<file path="config.mk">
export PLATFORM = sky130hd
export DESIGN_NAME = sat_counter
export DESIGN_NICKNAME = d
export VERILOG_FILES = /design/src/rtl/odd_seq_checker_sat_counter.sv
export SDC_FILE = /design/constraint.sdc
export NUM_CORES = 1
export LEC_CHECK = 0
export ABC_AREA = 1
export CAP_MARGIN = 20
export CORE_AREA = 2 2 39 41
export CTS_CLUSTER_DIAMETER = 50
export DETAILED_ROUTE_END_ITERATION = 6
export DIE_AREA = 0 0 41 43
export PLACE_DENSITY_LB_ADDON = 0.2
export SLEW_MARGIN = 40
export SYNTH_ARGS = -nofsm -noshare
export SYNTH_HDL_FRONTEND = slang
export SYNTH_SLANG_ARGS = --single-unit
export TNS_END_PERCENT = 100
</file>
<file path="constraint.sdc">
create_clock -name clk -period 1.1 [get_ports clk]
set_input_delay 0.33 -clock clk [delete_from_list [all_inputs] [get_ports clk]]
set_output_delay 0.33 -clock clk [all_outputs]
set_load 0.03 [all_outputs]
</file>
<file path="src/rtl/odd_seq_checker_sat_counter.sv">
// Saturating up counter: increments on inc, holds at all-ones.
module sat_counter #(
    parameter int ERR_W = 8
) (
    input  logic             clk,
    input  logic             rst,
    input  logic             inc,
    output logic [ERR_W-1:0] count
);

    logic [ERR_W-1:0] count_q;
    logic [ERR_W-1:0] count_d;

    // Next count: step only while below the saturation value.
    always_comb begin
        count_d = count_q;
        if (inc && (count_q != {ERR_W{1'b1}})) begin
            count_d = count_q + 1'b1;
        end
    end

    // Count register, cleared by asynchronous reset.
    always_ff @(posedge clk or posedge rst) begin
        if (rst) begin
            count_q <= '0;
        end else begin
            count_q <= count_d;
        end
    end

    assign count = count_q;

endmodule

</file>
# Yosys cells after proc, flatten, opt, wreduce, memory -nomap -nowiden
# Cells that the tools add are included.
# W data, S select, Z words.
dict set report op_classes {
  n_addsub 1
  multipliers 0
  div 0
  order_cmp 0
  n_eq_ne 1
  shift 0
  muxes 0
  n_bitwise 0
  reduce_logical 1
}
# cell count
set op_table {}
lappend op_table {{$add A8 B1 Y8 const B} 1}
lappend op_table {{$ne A8 B8 Y1 const B} 1}
lappend op_table {{$logic_and A1 B1 Y1} 1}
dict set report totals {
  ff_bits 8
  latchBits 0
  ramBits 0
  romBits 0
  input_bits 3
  output_inout_bits 8
  word_cells 4
  n_memories 0
}

# Logic depth before layout (Yosys ltp)
# Gate-level depths: netlist (run 1).
dict set report logic_depth {
  depth_word 2
  ltp_mapped 8
  mapped_depth_nobuf 7
}

# Worst setup path after synthesis (run 1)
# Ideal clock, no wire load.
dict set report synth_timing {
  kind {register -> register}
  start {reg count_q[0], in the netlist count[0]}
  end {reg count_q[0], in the netlist count[0]}
  setup_time_ns 0.118
  t_arrival_ns 1.281
  t_required_ns 0.982
  path_slack_ns -0.300
  path_stages_with_launch 8
  n_path_buf 1
  synth_period_minus_slack_ns 1.400
  cell_sequence {dfrtp_1 > ha_1 > nand2_2 > nor2_2 > nand2_2 > buf_6 > nand3b_1 > nand2_1}
}
dict set report synth_between {
  elab_chain_cells 2
  elab_cells_between_ends 3
  classes_between {1 x add/sub; 1 x eq/ne; 1 x reduce/logical}
}
# element line
set synth_lines {}
lappend synth_lines {{from (decl)} 11} ;# logic [ERR_W-1:0] count_q;
lappend synth_lines {{from (signal assigned)} 27} ;# count_q <= count_d;
lappend synth_lines {{branches (longest 2 deep; another with $add A8 B1 Y8)} -}
# Several ways; the timed one is not identified.
# A chain may end at the register's enable or synchronous reset.

# Worst setup path after layout (run 1)
dict set report layout_timing {
  start {reg count_q[1], in the netlist count[1]}
  end {out count[1]}
}
# element line
set layout_rtl {}
lappend layout_rtl {{to (decl)} 8} ;# output logic [ERR_W-1:0] count
# No word-level cell between the ends.

==> run summary, run 1 <==
Status: complete, but fails checks
Failing checks: setup timing
CTS H-Tree Depth: 1
Setup slack on the worst flop-to-flop path: -0.10 ns
Overflow left after global routing: 0
Final worst clock skew: 0.001929 ns
Post-route core utilization: 0.6691
Cells on worst reg2reg path: 7
Total power per unit cell area: 1986 nW/um^2
Headroom to the max-slew limit: 0.7739
Unrepaired setup endpoints after global routing: yes
DRC viols: 0
Maximum number of pins on one net before global-route repair: 9
Worst Path Max Fanout: 3
Initial standard-cell utilization of the core: 0.3418
Router iterations before antenna repair: 4
IO Count: 11
Number of endpoints failing setup at the final stage: 16
Antenna Cells: 0
Hold Vio Cnt, Final: 0
Later-pin clock latency in the skew report: 0.25 ns
Worst-path clk slew: 0.06 ns
Post-synthesis net count: 67
Async SR Flop Fraction: 1.000
Largest vdd supply drop: 1.231 mV
Post-Route Setup TNS: -1.317 ns
Capture point of the worst reg-to-reg path: count[0]
Std-Cell Core Area: 1384 sq um
Clock tree from TritonCTS: done
DP Wirelength: 800.4 um
Violation count after the first detailed-routing iteration: 4
Average instance area after synthesis: 7.507 sq um
Pins Over Slew Limit: 0
Area share of the largest cell type after synthesis: 0.4233
Fraction of layout cells with a size suffix above 1: 0.5960
Max FFs per register: 8
Reg-to-Reg Start: count[0]
Final min period: 1.260 ns
Min setup slack post-route: -0.1599 ns
Critical path class: reg2out
Max-Cap Viols: 0
Number of buffers created by CTS: 3
Hold slack: 0.3328 ns
Sequential-to-total area share from yosys stat: 0.4233
Port-buffer cells: 10
Antenna violations before repair: 0
Global-route usage over all layers: 0.2059
Top area cells in the synthesized netlist: sky130_fd_sc_hd__dfrtp_1 42%, sky130_fd_sc_hd__nand2_1 17%, sky130_fd_sc_hd__inv_1 7.9%
Die W: 41 um
Leakage component of the power: 0.4834 nW
Nature of the critical path endpoint: output pin
Gp weighted congestion: 0.7588
Summed instance area of the synthesized netlist: 473.0 sq um
Final worst-path cycle share: 1.145
Die boundary height: 43 um
Path class of the lowest-slack min-delay path: in2async
Number of global-route vias before repair: 543
Main flop type after synthesis: sky130_fd_sc_hd__dfrtp_1
Syn Inst Count: 63
Most area-hungry cell type in the Yosys netlist: sky130_fd_sc_hd__dfrtp_1
Wirelength per Cell: 11.93 um
Unique cell type count in the Yosys netlist: 16
Yosys Warn Count: 0
Overall power of the completed layout: 0.001839 W
Most instantiated library cell after synthesis: sky130_fd_sc_hd__nand2_1
Slew at the pin closest to its max-slew limit: 0.3388 ns
Data required time of the worst path: 0.77 ns
CTS Root Buffer Type: sky130_fd_sc_hd__clkbuf_4
DRT antenna net count: 0
Critical path arrival: 0.93 ns
Die area: 1763 sq um
Count of flip-flops with a built-in enable after synthesis: 0
Clk sink count: 8
Routed via count: 538
Design Area, Final: 925.9 sq um
Site Rows: 14
Count of state elements after synthesis: 8
Highest Clock Rate: 793.7 MHz
Net total in the final layout: 105
Cell area after placement: 669.4 sq um
Via/cell ratio: 4.678
CP startpoint kind: flip-flop
Wirelength, routed: 1.372 mm
Wire length of the first global-routing pass: 2.339 mm
Commonest cells in the netlist: 21 x sky130_fd_sc_hd__nand2_1, 10 x sky130_fd_sc_hd__inv_1, 8 x sky130_fd_sc_hd__dfrtp_1
Area growth from synthesis to layout: 95.77%
Maximum buffer depth of the clock tree: 2
[critical path: stages, from the launching register on]
cell and delay [ns]:
sky130_fd_sc_hd__dfrtp_2 0.42, sky130_fd_sc_hd__buf_6 0.13, sky130_fd_sc_hd__buf_6 0.13
[logic make-up (layout without fill, tap and decap cells)]
kind of cell	Yosys count	in the layout	synth area share
buffers and inverters	12	47	0.1138
AND/OR/NAND/NOR	39	40	0.3968
flip-flops	8	8	0.4233
AO/OA/AOI/OAI	2	2	0.02114
XOR/XNOR	1	1	0.01852
adder cells (fa/ha/maj)	1	1	0.02645
[where the power goes]
| part | switching, W | internal (W) |
|---|---|---|
| clock | 0.000103 | 0.000125 |
| combinational | 0.000555 | 0.000615 |
| sequential | 0.0000625 | 0.000378 |
| total | 0.000720 | 0.00112 |
[through the flow]
step           setup slack (ns)  instances
4_1_cts                 -0.1707        113
2_1_floorplan           -0.1505         63
3_3_place_gp            -0.3277        100
5_1_grt                 -0.1917        115
3_5_place_dp            -0.3700        100
6_report                -0.1599        115
[timing repair]
action,CTS,global route
hold buffers,0,0
gates cloned,1,0
pin swaps,3,9
buffers inserted,10,2
endpoints found under the setup margin,16,16
gates resized for setup,29,8
[routing by layer]
| metal | wire length [um] | vias up | track usage |
|---|---|---|---|
| met4 | 29 | 0 | 0.1400 |
| met3 | 51 | 4 | 0.04712 |
| met1 | 534 | 253 | 0.2458 |
| met2 | 756 | 12 | 0.3094 |
| met5 | 0 | - | 0 |
| li1 | - | 269 | - |
[cell usage in the layout, fill, tap and decap left out, drive strengths merged, types with 2 or more instances in the layout]
cell type,netlist,routed
nand4,2,2
o21ai,2,2
nand2,23,24
dfrtp,8,8
buf,2,32
nand3,8,8
inv,10,10
nor2,5,5
clkbuf,0,3
[cell type report]
class,count,area (sq um)
clock buffers,3,22.52
flip-flops and latches,8,202.7
fillers,121,457.9
well taps,16,20.02
multi-input cells,44,331.6
repair buffers,34,311.5
inverters,10,37.54
[worst max path at each step]
stage / startpoint / to / slack [ns]
2_1_floorplan: count[1] / count[0] / -0.15
3_3_place_gp: inc / count[5] / -0.33
3_5_place_dp: inc / count[7] / -0.37
4_1_cts: count[1] / count[1] / -0.17
5_1_grt: count[0] / count[0] / -0.19
6_report: count[1] / count[1] / -0.16
Power figures use the tool's default switching activity.
==> run 2, diff against run 1 <==
--- a/config.mk
+++ b/config.mk
@@ -6,7 +6,7 @@
 export NUM_CORES = 1
 export LEC_CHECK = 0
 export ABC_AREA = 1
-export CAP_MARGIN = 20
+export CAP_MARGIN = 40
 export CORE_AREA = 2 2 39 41
 export CTS_CLUSTER_DIAMETER = 50
 export DETAILED_ROUTE_END_ITERATION = 6
==> results of run 2 <==
Same layout as run 1: the final DEF is identical, and so are final timing and power.
==> run 3, diff against run 2 <==
--- a/config.mk
+++ b/config.mk
@@ -7,10 +7,11 @@
 export LEC_CHECK = 0
 export ABC_AREA = 1
 export CAP_MARGIN = 40
-export CORE_AREA = 2 2 39 41
+export CORE_AREA = 3 3 40 42
 export CTS_CLUSTER_DIAMETER = 50
 export DETAILED_ROUTE_END_ITERATION = 6
-export DIE_AREA = 0 0 41 43
+export DIE_AREA = 0 0 43 45
+export MAX_ROUTING_LAYER = met4
 export PLACE_DENSITY_LB_ADDON = 0.2
 export SLEW_MARGIN = 40
 export SYNTH_ARGS = -nofsm -noshare
==> run 3 against run 2 <==
- critical endpoint unchanged
- largest power group unchanged
- clock power increased by 14%
- the run still ends with setup timing left
- non-clock buffer count unchanged
- register-to-register slack got worse by 0.02 ns
- highest routed layer unchanged
==> run summary, run 3 (same netlist as run 1, synthesis figures left out) <==
Status: complete, but fails checks
Failing checks: setup timing
GR peak layer: met2
Buffers & Inverters on Critical Path: 2 (unchanged)
Number of endpoints failing setup at the final stage: 16 (unchanged)
DRT antenna net count: 0 (unchanged)
Die area: 1935 sq um (+9.8%)
CP Depth: 2 (unchanged)
Overall power of the completed layout: 0.001786 W (-2.8%)
Final worst-path cycle share: 1.180 (+0.03413)
CTS H-Tree Depth: 1 (unchanged)
Post-Route Setup TNS: -1.430 ns (-0.1130 ns)
Net total in the final layout: 105 (unchanged)
Total power per unit cell area: 1948 nW/um^2 (-1.9%)
CTS Root Buffer Type: sky130_fd_sc_hd__clkbuf_4
Wire length of the first global-routing pass: 2.490 mm (+6.5%)
Data required time of the worst path: 0.77 ns (about the same)
Min setup slack post-route: -0.1975 ns (-0.03754 ns)
Headroom to the max-slew limit: 0.7734 (about the same)
Port-buffer cells: 10 (unchanged)
Clock tree from TritonCTS: done
Router iterations before antenna repair: 4 (unchanged)
Hold Vio Cnt, Final: 0 (unchanged)
Leading cell type in the layout, fill and taps excluded: sky130_fd_sc_hd__buf_4
Critical path arrival: 0.97 ns (+0.04 ns)
Nature of the critical path endpoint: output pin
Antenna Cells: 0 (unchanged)
Capture point of the worst reg-to-reg path: count[2]
Highest Clock Rate: 770.7 MHz (-2.9%)
Setup slack on the worst flop-to-flop path: -0.12 ns (-0.02 ns)
Overflow left after global routing: 0 (unchanged)
Later-pin clock latency in the skew report: 0.27 ns (+0.02 ns)
Max FFs per register: 8 (unchanged)
Maximum number of pins on one net before global-route repair: 9 (unchanged)
Antenna violations before repair: 0 (unchanged)
Site Rows: 13 (-1)
Fillers: 99 (-18%)
Wirelength per Cell: 12.43 um (+4.2%)
Largest vdd supply drop: 1.276 mV (+3.6%)
Worst-path clk slew: 0.06 ns (about the same)
Die W: 43 um (+4.9%)
Std-Cell Core Area: 1285 sq um (-7.1%)
DRC viols: 0 (unchanged)
Final min period: 1.297 ns (+0.03754 ns)
Leakage component of the power: 0.4781 nW (-1.1%)
Global-route usage over all layers: 0.1845 (-0.02140)
Die boundary height: 45 um (+4.7%)
Largest incremental delay on the critical path: 0.44 ns (+0.02 ns)
Reg-to-Reg Start: count[0]
CP startpoint kind: flip-flop
Cell-by-cell listing of the critical path: buf_6, buf_6
Gp weighted congestion: 0.7320 (-3.5%)
Number of buffers created by CTS: 3 (unchanged)
Register cell area after layout: 203.9 sq um (+0.62%)
Pins Over Slew Limit: 0 (unchanged)
Unrepaired setup endpoints after global routing: yes
Max-Cap Viols: 0 (unchanged)
Leading cell types in the layout, fill and taps excluded: 18 x sky130_fd_sc_hd__buf_4, 17 x sky130_fd_sc_hd__nand2_1, 14 x sky130_fd_sc_hd__buf_6
Met2 Track Usage GR: 0.2874 (-0.02195)
Cell family contributing the most delay on the critical path: flip-flops
Wirelength, routed: 1.430 mm (+4.2%)
Via/cell ratio: 4.670 (-0.19%)
Multi-input combinational cell area: 319.1 sq um (-3.8%)
Violation count after the first detailed-routing iteration: 10 (+6)
Most prevalent standard cell on the critical path: sky130_fd_sc_hd__buf_6
Slew at the pin closest to its max-slew limit: 0.3395 ns (+0.0007381 ns)
CP max-delay cell: sky130_fd_sc_hd__dfrtp_2
Met3 layer usage reported by global route: 0.03187 (-0.01525)
Area growth from synthesis to layout: 93.92%
Cells on worst reg2reg path: 7 (unchanged)
Routed via count: 537 (-0.19%)
Number of global-route vias before repair: 578 (+6.4%)
Path class of the lowest-slack min-delay path: in2async
Clk sink count: 8 (unchanged)
Met1 Use GR: 0.2127 (-0.03313)
DP Wirelength: 828.6 um (+3.5%)
IO Count: 11 (unchanged)
Maximum buffer depth of the clock tree: 2 (unchanged)
Worst Path Max Fanout: 3 (unchanged)
Fraction of layout cells with a size suffix above 1: 0.5700 (-0.02596)
Initial standard-cell utilization of the core: 0.3681 (+0.02629)
Post-Place Worst Slack: -0.3466 ns (+0.02344 ns)
Final worst clock skew: 0.009139 ns (+0.007210 ns)
Critical path class: reg2out
## run 3: cell count changes in the layout (fill, tap and decap cells not counted)
cell | previous run | this run
sky130_fd_sc_hd__clkbuf_1 | 0 | 1
sky130_fd_sc_hd__dfrtp_1 | 6 | 5
sky130_fd_sc_hd__dfrtp_2 | 2 | 3
sky130_fd_sc_hd__nand2_1 | 15 | 17
sky130_fd_sc_hd__nand2_2 | 5 | 3
sky130_fd_sc_hd__xnor2_1 | 0 | 1
sky130_fd_sc_hd__xnor2_2 | 1 | 0
## run 3: power by group
| group | switching [W] | internal, W |
|---|---|---|
| clock network | 0.000120 | 0.000140 |
| registers | 0.0000850 | 0.000382 |
| logic | 0.000519 | 0.000541 |
## run 3: repair_timing
action / 4_1_cts / 5_1_grt
endpoints found under the setup margin: 16 / 16
hold buffers: 0 / 0
buffers inserted: 11 / 3
gates resized for setup: 30 / 5
gates cloned: 1 / 0
pin swaps: 5 / 5
## run 3: area by class of cell
| cell class | instances | share of cell area |
|---|---|---|
| timing repair buffer | 34 | 0.3397 |
| sequential | 8 | 0.2224 |
| tap | 15 | 0.02046 |
| clock buffer | 4 | 0.02865 |
| inverter | 10 | 0.04093 |
| multi-input combinational | 44 | 0.3479 |
## run 3: worst max-delay path by stage
| stage | from | endpoint | slack [ns] |
|---|---|---|---|
| final | count[1] | count[1] | -0.20 |
| after global routing | count[1] | count[1] | -0.22 |
| after CTS | count[0] | count[0] | -0.19 |
| after detailed placement | inc | count[7] | -0.35 |
| after global placement | inc | count[7] | -0.32 |
| after floorplan | count[1] | count[0] | -0.15 |
## run 3: per-layer routing
layer | vias to the layer above | share of wire | routed length, um
met2 | 9 | 0.53 | 756
li1 | 272 | - | -
met5 | - | 0 | 0
met4 | 0 | 0.025 | 36
met1 | 251 | 0.42 | 599
met3 | 5 | 0.027 | 39
## run 3: metrics by stage
stage          instance area [sq um]  utilization  hold WS, ns  instances
3_5_place_dp                   653.1       0.5083       0.5674         97
2_1_floorplan                  488.0            -       0.1455         63
3_3_place_gp                   653.1       0.5083       0.5670         97
5_1_grt                        917.1       0.7137       0.3702        115
6_report                       917.1       0.7137       0.3311        115
4_1_cts                        873.3       0.6796       0.3387        112
